==> config.mk <==
export PLATFORM = sky130hd
export DESIGN_NAME = bus_arbiter
export DESIGN_NICKNAME = d
export VERILOG_FILES = /design/src/rtl/bus_arbiter.sv
export SDC_FILE = /design/constraint.sdc
export NUM_CORES = 1
export LEC_CHECK = 0
export BUFFER_PORTS_ARGS = -buffer_cell sky130_fd_sc_hd__buf_4
export CAP_MARGIN = 20
export CORE_AREA = 2 2 194 196
export CTS_CLUSTER_SIZE = 8
export DETAILED_ROUTE_END_ITERATION = 10
export DIE_AREA = 0 0 196 198
export PLACE_DENSITY = 0.3
export RECOVER_POWER = 100
export SYNTH_ARGS = -nofsm -noshare
export SYNTH_HDL_FRONTEND = slang
export SYNTH_SLANG_ARGS = --single-unit
==> constraint.sdc <==
create_clock -name clock -period 3.25 [get_ports clock]
set_input_delay 0.65 -clock clock [delete_from_list [all_inputs] [get_ports clock]]
set_output_delay 0.65 -clock clock [all_outputs]
set_load 0.02 [all_outputs]
==> src/rtl/bus_arbiter.sv <==
// Four-core shared-memory arbiter with independent data (D) and instruction (I) channels.
// Define BUS_ARBITER_ROUND_ROBIN_EN for round-robin winner selection; otherwise fixed priority (lowest index).

module bus_arbiter_channel #(
  parameter int N_CORES = 4
) (
  input  logic               clock,
  input  logic               reset,
  input  logic [N_CORES-1:0] busRq,
  input  logic               memReady,
  output logic [N_CORES-1:0] busGrant
);

  localparam int IDX_W = (N_CORES > 1) ? $clog2(N_CORES) : 1;

  typedef enum logic [1:0] {
    IDLE    = 2'd0,
    BUSY    = 2'd1,
    RELEASE = 2'd2
  } state_t;

  state_t             state;
  state_t             stateNext;
  logic [N_CORES-1:0] grantReg;
  logic [N_CORES-1:0] grantNext;
  logic [N_CORES-1:0] winner;
  logic               arbitrate;

  function automatic logic [IDX_W-1:0] toIdx(input logic [N_CORES-1:0] oneHot);
    logic [IDX_W-1:0] idx;
    idx = '0;
    for (int k = 0; k < N_CORES; k++) begin
      if (oneHot[IDX_W'(k)]) begin
        idx = IDX_W'(k);
      end
    end
    return idx;
  endfunction

`ifdef BUS_ARBITER_ROUND_ROBIN_EN
  logic [IDX_W-1:0] lastIdx;
  logic [IDX_W-1:0] lastIdxNext;

  // Search begins just after the previous owner, so that owner ends up with lowest priority.
  function automatic logic [N_CORES-1:0] pickWinner(input logic [N_CORES-1:0] rq,
                                                    input logic [IDX_W-1:0]   last);
    logic [N_CORES-1:0] win;
    logic [IDX_W-1:0]   idx;
    logic               found;
    win   = '0;
    found = 1'b0;
    for (int k = 1; k <= N_CORES; k++) begin
      idx = IDX_W'((int'(last) + k) % N_CORES);
      if (!found && rq[idx]) begin
        win[idx] = 1'b1;
        found    = 1'b1;
      end
    end
    return win;
  endfunction

  assign winner = pickWinner(busRq, lastIdx);
`else
  function automatic logic [N_CORES-1:0] pickWinner(input logic [N_CORES-1:0] rq);
    logic [N_CORES-1:0] win;
    logic               found;
    win   = '0;
    found = 1'b0;
    for (int k = 0; k < N_CORES; k++) begin
      if (!found && rq[IDX_W'(k)]) begin
        win[IDX_W'(k)] = 1'b1;
        found          = 1'b1;
      end
    end
    return win;
  endfunction

  assign winner = pickWinner(busRq);
`endif

  // A new grant needs a pending request and a quiet memory port.
  assign arbitrate = (|busRq) && !memReady;

  // State, grant and owner-pointer registers.
  always_ff @(posedge clock or negedge reset) begin
    if (!reset) begin
      state    <= IDLE;
      grantReg <= '0;
`ifdef BUS_ARBITER_ROUND_ROBIN_EN
      lastIdx  <= IDX_W'(N_CORES - 1);
`endif
    end else begin
      state    <= stateNext;
      grantReg <= grantNext;
`ifdef BUS_ARBITER_ROUND_ROBIN_EN
      lastIdx  <= lastIdxNext;
`endif
    end
  end

  // Next-state logic; RELEASE may hand over directly so owners are separated by exactly one dead cycle.
  always_comb begin
    stateNext = state;
    case (state)
      IDLE, RELEASE: begin
        if (arbitrate) begin
          stateNext = BUSY;
        end else begin
          stateNext = IDLE;
        end
      end
      BUSY: begin
        if ((busRq & grantReg) == '0) begin
          stateNext = RELEASE;
        end else begin
          stateNext = BUSY;
        end
      end
      default: stateNext = IDLE;
    endcase
  end

  // Grant value to register at the next edge; the owner is never preempted.
  always_comb begin
    grantNext = '0;
`ifdef BUS_ARBITER_ROUND_ROBIN_EN
    lastIdxNext = lastIdx;
`endif
    case (state)
      IDLE, RELEASE: begin
        if (arbitrate) begin
          grantNext = winner;
`ifdef BUS_ARBITER_ROUND_ROBIN_EN
          lastIdxNext = toIdx(winner);
`endif
        end else begin
          grantNext = '0;
        end
      end
      BUSY: begin
        if ((busRq & grantReg) != '0) begin
          grantNext = grantReg;
        end else begin
          grantNext = '0;
        end
      end
      default: grantNext = '0;
    endcase
  end

  assign busGrant = grantReg;

endmodule

module bus_arbiter #(
  parameter int N_CORES = 4,
  parameter int ADDR_W  = 30,
  parameter int DATA_W  = 32
) (
  input  logic                          clock,
  input  logic                          reset,
  input  logic [N_CORES-1:0]            D_Bus_RQ,
  input  logic [N_CORES-1:0]            I_Bus_RQ,
  output logic [N_CORES-1:0]            D_Bus_GRANT,
  output logic [N_CORES-1:0]            I_Bus_GRANT,
  input  logic [N_CORES-1:0]            D_Core_Read,
  input  logic [(DATA_W/8)*N_CORES-1:0] D_Core_Write,
  input  logic [ADDR_W*N_CORES-1:0]     D_Core_Address,
  input  logic [DATA_W*N_CORES-1:0]     D_Core_WData,
  input  logic [ADDR_W*N_CORES-1:0]     I_Core_Address,
  input  logic                          DataMem_Ready,
  output logic                          DataMem_Read,
  output logic [DATA_W/8-1:0]           DataMem_Write,
  output logic [ADDR_W-1:0]             DataMem_Address,
  output logic [DATA_W-1:0]             DataMem_Out,
  input  logic                          InstMem_Ready,
  output logic [ADDR_W-1:0]             InstMem_Address,
  output logic                          InstMem_Read
);

  localparam int BE_W = DATA_W / 8;
  localparam int D_W  = 1 + BE_W + ADDR_W + DATA_W;

  logic [N_CORES-1:0]       dGrant;
  logic [N_CORES-1:0]       iGrant;
  logic [D_W*N_CORES-1:0]   dMasked;
  logic [ADDR_W*N_CORES-1:0] iMasked;
  logic [D_W-1:0]           dBus;
  logic [ADDR_W-1:0]        iBus;

  bus_arbiter_channel #(.N_CORES(N_CORES)) dChannel (
    .clock    (clock),
    .reset    (reset),
    .busRq    (D_Bus_RQ),
    .memReady (DataMem_Ready),
    .busGrant (dGrant)
  );

  bus_arbiter_channel #(.N_CORES(N_CORES)) iChannel (
    .clock    (clock),
    .reset    (reset),
    .busRq    (I_Bus_RQ),
    .memReady (InstMem_Ready),
    .busGrant (iGrant)
  );

  // Each core's fields are gated by its own grant bit, so nothing reaches the bus without a grant.
  for (genvar g = 0; g < N_CORES; g++) begin : gMask
    assign dMasked[g*D_W +: D_W] = {D_Core_Read[g],
                                    D_Core_Write[g*BE_W +: BE_W],
                                    D_Core_Address[g*ADDR_W +: ADDR_W],
                                    D_Core_WData[g*DATA_W +: DATA_W]} & {D_W{dGrant[g]}};
    assign iMasked[g*ADDR_W +: ADDR_W] = I_Core_Address[g*ADDR_W +: ADDR_W] & {ADDR_W{iGrant[g]}};
  end

  // OR-combine the gated fields; the grants are one-hot or zero.
  always_comb begin
    dBus = '0;
    iBus = '0;
    for (int i = 0; i < N_CORES; i++) begin
      dBus = dBus | dMasked[i*D_W +: D_W];
      iBus = iBus | iMasked[i*ADDR_W +: ADDR_W];
    end
  end

  assign {DataMem_Read, DataMem_Write, DataMem_Address, DataMem_Out} = dBus;
  assign InstMem_Address = iBus;
  assign InstMem_Read    = |iGrant;
  assign D_Bus_GRANT     = dGrant;
  assign I_Bus_GRANT     = iGrant;

endmodule

# Word level (Yosys, flattened, before mapping)
# Cells that the tools add are included.
# word_totals
reg_bits	12
latchBits	0
ram_bits	0
romBits	0
output_inout_bits	106
wordCells	61
mem_count	0
# classes
add_sub_neg	0
multipliers	0
n_div	0
n_lt_le_gt_ge	0
eq_ne	6
shift	0
mux	16
n_bitwise	16
n_reduce_logical	19
# op_table
cell	n
67-bit bitwise AND	4
67-bit bitwise OR	3
30-bit bitwise AND	4
30-bit bitwise OR	3
4-bit one-hot mux with 2 select lines	2
4-bit OR reduction	3
4-bit bitwise AND	2
4-bit zero test	2
2-bit 2-to-1 mux	4
4-bit 2-to-1 mux	2
2-bit one-hot mux with 2 select lines	2
4-bit nonzero test	2
1-bit 2-to-1 mux	6
2-bit by 1-bit == test with 1-bit output (second input constant)	2
2-bit == test (second input constant)	2
1-bit logical AND	4
1-bit zero test	4
2-bit zero test	2
2-bit inequality test (second input constant)	2
2-bit OR reduction	2

# Depth between registers and ports, before layout
# Gate-level depths: netlist of the first run.
# depth
word_depth	6
ltp_mapped	4
ltp_nobuf	2

# Hierarchy
# From an unflattened synthesis of the first run, not the netlist that was laid out.
# hier_totals
cells_unflattened	364
hier_area_um2	2459.9
# modules_own_cells
mod	n_inst	cells_per_inst	area_each_um2
bus_arbiter	1	332	2079.5
bus_arbiter_channel	2	16	190.2

# Worst setup path before layout of the first run
# Ideal clock, no wire load.
# synth_path
kind	register to output
startpoint	register dChannel.grantReg[0], in the netlist dChannel.busGrant[0]
endpoint	output port DataMem_Address[14]
arrival_ns	1.228
required_ns	2.600
path_slack_ns	1.372
stages_incl_launch_ff	5
cell_sequence	dfrtp_1 buf_2 buf_2 buf_2 a22o_1
# synth_via
elab_chain_cells	4
# synth_lines
item	line_no	text
start: declaration	24	logic [N_CORES-1:0] grantReg;
start signal: assignment	94	grantReg <= grantNext;
67-bit bitwise AND	212	D_Core_WData[g*DATA_W +: DATA_W]} & {D_W{dGrant[g]}};
67-bit bitwise OR (3 in series)	221	dBus = dBus | dMasked[i*D_W +: D_W];
end: declaration	174	output logic [ADDR_W-1:0] DataMem_Address,
# No other way between the ends.

# Final worst setup path of the first run
# layout_path
startpoint	register dChannel.grantReg[0], in the netlist dChannel.busGrant[0]
endpoint	output port DataMem_Address[1]
# The elaborated chain is that of the path after synthesis.

==> run_results.csv, run 1 <==
group,metric,value,unit
outcome,status,"completed",
logic_synthesis,syn-mean-instance-area,8.69,um2
floorplan,design.die.area,0.0388,mm2
detailed_routing,vias_per_cell,2.78,
global_routing,first_global_vias,2484,
floorplan,core,0.0370,mm2
detailed_routing,highest_layer,"met3",
placement,place_congestion,0.652,
timing,fmaxAchievable,0.384,GHz
logic_synthesis,ys_warn_count,0,
timing,finalClockSkew,0.000281,ns
layout,syn2layout_area_growth,190,%
floorplan,fp-row-count,71,
setup_path,worstPathArrival,1.96,ns
layout,final_util,0.105,
placement,hpwl,8140,um
detailed_routing,drt_iter0_markers,60,
cts,cts-root-buf,"clkbuf_16",
timing,rsz0062_at_grt,"false",
global_routing,antenna_found_initial,0,
detailed_routing,routed_wirelength,9790,um
timing,setup_viol,0,
logic_synthesis,synth_top_area_frac,0.659,
logic_synthesis,synth_cell_types,14,
timing,setup-tns-final,0,ns
logic_synthesis,yosysTopAreaCell,"a22o_1",
detailed_routing,wl_met3,1190,um
setup_path,critPathLaunchType,"flip-flop",
layout,diodes,0,
pwr,irDropWorstVdd,0.133,mV
min_path,hold_class,"input port to async pin",
setup_path,worstPathMaxFanout,46,
logic_synthesis,netlist_area,0.00133,mm2
cts,post_cts_resized,0,
floorplan,ios,506,
floorplan,die_h,198,um
pwr,leakage,1.68,nW
logic_synthesis,yosysSeqAreaShare,0.151,
cts,post_cts_buffers,0,
cts,numCtsBuffers,3,
logic_synthesis,synth_seq_cells,8,
detailed_routing,ant_nets,0,
detailed_routing,first_pass_iters,3,
detailed_routing,wire_per_inst,10.7,um
timing,final_hold_viol_count,0,
setup_path,crit_type,"flip-flop to output port",
placement,port_buffers,307,
logic_synthesis,synthTopCellsByArea,"a22o_1 (66%), dfrtp_1 (15%), clkbuf_1 (4.5%), a32o_1 (3.0%), buf_2 (3.0%)",
cts,clk_path_buf_depth,2,
setup_path,critPathRequiredTime,2.60,ns
logic_synthesis,synthCells,153,
global_routing,grt-ovfl-total,0,
cts,htreeDepth,1,
timing,finalMaxSlewViolations,0,
timing,worstMarginPinSlew,0.957,ns
timing,relSlewSlack,0.362,
cts,clock_sinks,8,
global_routing,grt_max_degree,47,
timing,fin_crit,2.61,ns
cts,holdBufCountCts,0,
global_routing,grt_usage,0.0444,
global_routing,grt_first_pass_wirelength,13400,um
pwr,p_per_area,219,mW/mm2
detailed_routing,route.detailed.drc,0,
detailed_routing,vias,2545,
detailed_routing,wl_met2,4850,um
timing,min_period_over_period,0.802,
detailed_routing,wl_met1,3760,um
cts,clkSlewWorstSetupHoldPaths,0.04,ns
floorplan,die-width,196,um
cts,cts_tree,"built",
setup_path,worstSetupEndpointType,"output port",
floorplan,initial_core_util,0.0360,
layout,drive_gt1_frac,0.488,
run,drv_cap,0,
layout,nets,844,
cts,clock_latency,0.23,ns
==> through the flow <==
stage	area, um2	instances	hold WS [ns]	setup WS [ns]	power [W]
5_1_grt	3860	917	0.429	0.479	0.000905
3_5_place_dp	4170	913	0.424	1.24	0.000712
4_1_cts	4250	917	0.239	0.977	0.000937
3_3_place_gp	4170	913	0.430	1.19	0.000718
2_1_floorplan	1340	156	0.354	1.37	0.000363
6_report	3860	917	0.383	0.643	0.000847
==> final cells by class <==
cell class                 instances  area [um2]
tap                              474         593
clock buffer                       4        78.8
multi-input combinational        120        1010
fill                            4366       33100
timing repair buffer             311        1980
sequential                         8         200
==> state kept, by name (all words and copies together), names as in the netlist <==
register / flops
dChannel.state: 2
iChannel.busGrant: 2
dChannel.busGrant: 2
iChannel.state: 2
==> cells in the final DEF, fill, tap and decap left out, drive strengths merged <==
cell type / netlist / final
or2: 1 / 1
dfrtp: 8 / 8
conb: 1 / 4
and2b: 1 / 1
nor2b: 4 / 4
clkbuf: 16 / 105
a22o: 101 / 101
a32o: 4 / 4
nor3b: 1 / 1
buf: 12 / 210
nor2: 2 / 2
or4: 2 / 2
==> per-layer routing <==
| layer | vias to the layer above | global-route usage |
|---|---|---|
| met5 | - | 0 |
| met4 | 0 | 0.000842 |
| met3 | 0 | 0.0196 |
| met2 | 199 | 0.0838 |
| met1 | 1121 | 0.0482 |
| li1 | 1225 | - |
==> synthesized netlist by cell type, drive strengths merged <==
cell type  number
a22o          101
a32o            4
and2b           1
buf            12
clkbuf         16
conb            1
dfrtp           8
nor2            2
nor2b           4
nor3b           1
or2             1
or4             2
==> cell families after synthesis <==
group / Yosys count / share of synthesized area
flops: 8 / 0.151
other cells: 1 / 0.00282
buf+inv: 28 / 0.0978
simple gates: 11 / 0.0527
compound gates: 105 / 0.696
==> where the power goes <==
part	total, W	internal, W	switching (W)	leakage [nW]
clock	0.000214	0.000164	0.0000504	0.0382
sequential	0.000123	0.000109	0.0000147	0.105
combinational	0.000510	0.000261	0.000249	1.53
==> worst max-delay path: stages (launching register included) <==
cell	delay [ns]
dfrtp_1	0.95
buf_12	0.32
a22o_1	0.19
clkbuf_1	0.24
==> path summary, 6_finish.rpt <==
path / startpoint / to / slack [ns] / depth (start not counted)
max: dChannel.busGrant[0] / DataMem_Address[1] / 0.64 / 3
min: reset / iChannel.state[1] / 0.38 / 1
max reg2reg: dChannel.busGrant[0] / dChannel.busGrant[0] / 1.47 / 3
min reg2reg: iChannel.state[1] / iChannel.state[1] / 0.43 / 1
max in group asynchronous: reset / dChannel.state[0] / 2.49 / 1
min in group clock: iChannel.state[1] / iChannel.state[1] / 0.43 / 1
(Power assumes the default switching activity.)
==> run 2, diff against run 1 <==
==> constraint.sdc (replaced) <==
create_clock -name clock -period 2.49 [get_ports clock]
set_input_delay 0.498 -clock clock [delete_from_list [all_inputs] [get_ports clock]]
set_output_delay 0.498 -clock clock [all_outputs]
set_load 0.02 [all_outputs]
==> run_results.csv, run 2 (synthesis gave the netlist of run 1 again) <==
group,metric,value,unit
outcome,status,"completed",
detailed_routing,first_pass_iters,4,
placement,hpwl,8030,um
floorplan,die_h,198,um
cts,post_cts_resized,0,
setup_path,critPathLaunchType,"flip-flop",
timing,setup_viol,0,
placement,place_congestion,0.623,
layout,drive_gt1_frac,0.490,
cts,clkSlewWorstSetupHoldPaths,0.04,ns
setup_path,critPathRequiredTime,1.99,ns
global_routing,grt_first_pass_wirelength,13300,um
timing,finalMaxSlewViolations,0,
pwr,p_clk_frac,0.258,
detailed_routing,ant_nets,0,
timing,finalClockSkew,0.000179,ns
setup_path,worstPathMaxFanout,34,
timing,fin_crit,1.97,ns
cts,htreeDepth,1,
detailed_routing,vias,2553,
detailed_routing,drt_iter0_markers,65,
global_routing,first_global_vias,2466,
setup_path,crit_type,"flip-flop to output port",
setup_path,reg2regPathDepth,3,
cts,clk_path_buf_depth,2,
pwr,p_per_area,289,mW/mm2
pwr,seq_power_share,0.132,
detailed_routing,wire_per_inst,10.7,um
setup_path,rrSetupSlack,1.19,ns
floorplan,die-width,196,um
timing,fmaxAchievable,0.509,GHz
cts,clock_sinks,8,
run,drv_cap,0,
timing,relSlewSlack,0.646,
cts,cts_tree,"built",
detailed_routing,routed_wirelength,9840,um
cts,cts-root-buf,"clkbuf_16",
layout,final_cell_mix,"buf_4 (206), clkbuf_1 (103), a22o_1 (100), dfrtp_1 (6)",
setup_path,worstPathArrival,1.47,ns
timing,rsz0062_at_grt,"false",
layout,nets,844,
timing,setup-tns-final,0,ns
pwr,leakage,1.67,nW
floorplan,core,0.0370,mm2
pwr,p_comb_frac,0.610,
global_routing,grt_max_degree,71,
timing,final_hold_viol_count,0,
pwr,sw_frac_of_total,0.376,
global_routing,grt-ovfl-total,0,
pwr,internal_power,0.000699,W
floorplan,ios,506,
global_routing,antenna_found_initial,0,
setup_path,worstSetupEndpointType,"output port",
placement,port_buffers,307,
pwr,irDropWorstVdd,0.195,mV
cts,clock_latency,0.23,ns
timing,worstMarginPinSlew,0.531,ns
detailed_routing,route.detailed.drc,0,
global_routing,grt_usage,0.0443,
pwr,finalPower,0.00112,W
min_path,hold_class,"input port to async pin",
floorplan,design.die.area,0.0388,mm2
floorplan,fp-row-count,71,
setup_path,timing.rr.start,"dChannel.busGrant[0]",
cts,numCtsBuffers,3,
cts,holdBufCountCts,0,
setup_path,r2r_end,"dChannel.busGrant[1]",
cts,post_cts_buffers,0,
pwr,power.net_switching,0.000421,W
layout,layout_commonest_cell,"buf_4",
layout,diodes,0,
layout,syn2layout_area_growth,191,%
timing,min_period_over_period,0.790,
floorplan,initial_core_util,0.0360,
detailed_routing,vias_per_cell,2.78,
run 2: worst max-delay path: stages, from the launching register on:
cell and delay, ns:
dfrtp_1 0.31, buf_4 0.34, a22o_1 0.27, clkbuf_1 0.31
run 2: layer usage:
metal  wire (um)  vias to the layer above  track usage
li1            -                     1226            -
met1        3840                     1128       0.0483
met2        4780                      199       0.0825
met3        1210                        0       0.0211
met4           0                        0            0
met5           0                        -            0
run 2: layout make-up:
type                    count  area (um2)
multi-input cells         120        1010
well taps                 474         593
fillers                  4359       33100
flip-flops and latches      8         203
repair buffers            311        1990
clock buffers               4        78.8
run 2: worst max-delay path by stage:
stage | startpoint | end | depth (start not counted)
floorplan | dChannel.busGrant[0] | DataMem_Address[14] | 4
finish | iChannel.busGrant[1] | InstMem_Address[13] | 3
global route | iChannel.busGrant[1] | InstMem_Address[13] | 3
global placement | iChannel.busGrant[1] | InstMem_Address[13] | 3
CTS | iChannel.busGrant[1] | InstMem_Address[13] | 3
detailed placement | iChannel.busGrant[1] | InstMem_Address[13] | 3
run 2: through the flow:
stage	worst slack, ns	std cells	util	area [um2]	hold slack, ns
2_1_floorplan	0.764	156	-	1340	0.202
3_3_place_gp	0.840	913	0.113	4180	0.340
5_1_grt	0.444	917	0.105	3870	0.273
3_5_place_dp	0.870	913	0.113	4180	0.339
4_1_cts	0.612	917	0.115	4260	0.0877
6_report	0.524	917	0.105	3870	0.214
run 2: power groups by stage:
stage / logic, W / registers (W) / clock network, W
2_1_floorplan: 0.000322 / 0.000152 / 0
3_3_place_gp: 0.000793 / 0.000150 / 0
3_5_place_dp: 0.000784 / 0.000150 / 0
4_1_cts: 0.000785 / 0.000148 / 0.000294
5_1_grt: 0.000733 / 0.000150 / 0.000310
6_report: 0.000683 / 0.000148 / 0.000289
==> run 3, diff against run 2 <==
--- a/config.mk
+++ b/config.mk
@@ -5,12 +5,13 @@
 export SDC_FILE = /design/constraint.sdc
 export NUM_CORES = 1
 export LEC_CHECK = 0
+export ABC_AREA = 1
 export BUFFER_PORTS_ARGS = -buffer_cell sky130_fd_sc_hd__buf_4
 export CAP_MARGIN = 20
-export CORE_AREA = 2 2 194 196
+export CORE_AREA = 2 2 199 201
 export CTS_CLUSTER_SIZE = 8
 export DETAILED_ROUTE_END_ITERATION = 10
-export DIE_AREA = 0 0 196 198
+export DIE_AREA = 0 0 201 203
 export PLACE_DENSITY = 0.3
 export RECOVER_POWER = 100
 export SYNTH_ARGS = -nofsm -noshare
==> constraint.sdc (replaced) <==
create_clock -name clock -period 1.7 [get_ports clock]
set_input_delay 0.34 -clock clock [delete_from_list [all_inputs] [get_ports clock]]
set_output_delay 0.34 -clock clock [all_outputs]
set_load 0.02 [all_outputs]
==> run_results.csv, run 3 <==
group,metric,value,unit
floorplan,die_h,203,um
cts,clock_sinks,8,
timing,worstMarginPinSlew,0.540,ns
timing,setup_viol,0,
floorplan,fp-row-count,72,
setup_path,critPathRequiredTime,1.36,ns
logic_synthesis,synth_cell_types,13,
layout,fill_cells,4563,
cts,numCtsBuffers,3,
logic_synthesis,ys.flop_type,"dfrtp_1",
detailed_routing,first_pass_iters,4,
timing,setup_ws,0.0669,ns
timing,final_hold_viol_count,0,
setup_path,critPathLaunchType,"flip-flop",
global_routing,first_global_vias,3046,
layout,drive_gt1_frac,0.438,
setup_path,worstSetupEndpointType,"output port",
setup_path,timing.rr.start,"dChannel.busGrant[0]",
pwr,p_per_area,378,mW/mm2
timing,fin_hold_ws,0.352,ns
logic_synthesis,netlist_area,0.00167,mm2
logic_synthesis,yosys.cell_count.top_type,"nand2_1",
layout,diodes,0,
floorplan,die-width,201,um
pwr,leakage,2.51,nW
logic_synthesis,synth_seq_cells,8,
logic_synthesis,ys_warn_count,0,
cts,clkSlewWorstSetupHoldPaths,0.04,ns
pwr,p_clk_frac,0.244,
outcome,status,"completed",
global_routing,gr-usage-met2,0.0961,
layout,nets,1068,
setup_path,rrSetupSlack,0.54,ns
logic_synthesis,syn-mean-instance-area,4.50,um2
cts,cts-root-buf,"clkbuf_16",
min_path,hold_class,"input port to flip-flop",
cts,clock_latency,0.23,ns
global_routing,grt-ovfl-total,0,
timing,rsz0062_at_grt,"false",
global_routing,grt_usage,0.0503,
timing,setup-tns-final,0,ns
setup_path,startpoint,"dChannel.busGrant[0]",
layout,layout_commonest_cell,"nand2_1",
cts,clk_path_buf_depth,2,
global_routing,grt_first_pass_wirelength,16300,um
cts,cts_tree,"built",
pwr,power.net_switching,0.000643,W
timing,finalMaxSlewViolations,0,
run,drv_cap,0,
setup_path,crit_type,"flip-flop to output port",
global_routing,antenna_found_initial,0,
pwr,irDropWorstVdd,0.255,mV
layout,final_util,0.115,
detailed_routing,vias,3196,
layout,final_cell_mix,"nand2_1 (311), buf_4 (214), clkbuf_2 (58), clkbuf_1 (31)",
placement,hpwl,9350,um
detailed_routing,route.detailed.drc,0,
detailed_routing,vias_per_cell,2.70,
logic_synthesis,synth_edf_count,0,
layout,syn2layout_area_growth,165,%
logic_synthesis,synth_top_area_frac,0.699,
global_routing,grtUsageMet3,0.0217,
detailed_routing,drt_iter0_markers,145,
placement,port_buffers,307,
placement,pre_cts_ws,0.203,ns
detailed_routing,ant_nets,0,
global_routing,grt_max_degree,47,
pwr,seq_power_share,0.135,
floorplan,design.die.area,0.0408,mm2
logic_synthesis,synthCells,371,
logic_synthesis,synth_common_cells,"nand2_1 (311), buf_2 (14), dfrtp_1 (8), nor2_1 (8), buf_6 (7)",
global_routing,grt.met1_usage,0.0524,
pwr,p_comb_frac,0.621,
floorplan,initial_core_util,0.0434,
logic_synthesis,async_reset_ff_frac,1.00,
detailed_routing,routed_wirelength,10900,um
pwr,finalPower,0.00167,W
timing,min_period_over_period,0.961,
logic_synthesis,yosysSeqAreaShare,0.120,
min_path,hp-start,"D_Bus_RQ[0]",
detailed_routing,wire_per_inst,9.20,um
timing,relSlewSlack,0.640,
pwr,sw_frac_of_total,0.385,
floorplan,core,0.0385,mm2
logic_synthesis,yosysTopAreaCell,"nand2_1",
timing,finalClockSkew,0.000266,ns
cts,htreeDepth,1,
floorplan,ios,506,
pwr,internal_power,0.00103,W
global_routing,grt-busiest-layer,"met2",
setup_path,worstPathArrival,1.29,ns
logic_synthesis,synthTopCellsByArea,"nand2_1 (70%), dfrtp_1 (12%), buf_6 (4.7%), buf_2 (4.2%), buf_4 (2.2%)",
timing,fin_crit,1.63,ns
timing,fmaxAchievable,0.612,GHz
setup_path,worstPathMaxFanout,13,
placement,place_congestion,0.747,
run 3: repair_timing:
item | CTS | global route
gates resized for setup | 1 | 0
buffers inserted | 1 | 0
hold buffers | 1 | 0
endpoints found under the hold margin | 8 | 0
setup endpoints to repair | 24 | 0
run 3: path summary, 6_finish.rpt:
| kind | to | depth (start not counted) |
|---|---|---|
| min in group asynchronous | iChannel.state[0] | 2 |
| worst max-delay path | DataMem_Write[1] | 4 |
| worst min-delay path | dChannel.busGrant[0] | 3 |
| max in group asynchronous | dChannel.busGrant[0] | 2 |
| worst max register to register | dChannel.busGrant[1] | 5 |
| worst min register to register | dChannel.state[1] | 1 |
run 3: metrics by stage:
stage	cell area (um2)	std cells
3_5_place_dp	4590	1179
4_1_cts	4700	1185
2_1_floorplan	1680	374
5_1_grt	4430	1185
6_report	4430	1185
3_3_place_gp	4590	1179
run 3: layout make-up:
class,count,area (um2),share of cell area
clock buffer,4,78.8,0.0178
inverter,6,22.5,0.00509
multi-input combinational,332,1260,0.285
sequential,8,205,0.0463
tap,518,648,0.146
timing repair buffer,317,2210,0.500
run 3: kinds of logic (layout without fill, tap and decap cells):
kind of cell,count (synthesis),count (layout),share of synthesized area
flip-flops,8,8,0.120
other,1,4,0.00225
AND/OR/NAND/NOR,328,328,0.747
buffers and inverters,34,327,0.131
run 3: power by group through the flow:
| stage | clock [W] | combinational (W) | sequential (W) |
|---|---|---|---|
| floorplan | 0 | 0.000458 | 0.000224 |
| global placement | 0 | 0.00116 | 0.000231 |
| detailed placement | 0 | 0.00115 | 0.000231 |
| CTS | 0.000424 | 0.00116 | 0.000227 |
| global route | 0.000439 | 0.00114 | 0.000228 |
| finish | 0.000407 | 0.00104 | 0.000226 |
run 3: layer usage:
metal  vias to the layer above  routed length (um)
met2                       206                5570
li1                       1679                   -
met5                         -                   0
met1                      1305                3890
met4                         0                  65
met3                         6                1380
run 3: worst max-delay path: stages (launching register included):
cell and delay (ns):
dfrtp_4 0.56, buf_12 0.18, nand2_1 0.05, nand2_1 0.09, buf_4 0.17
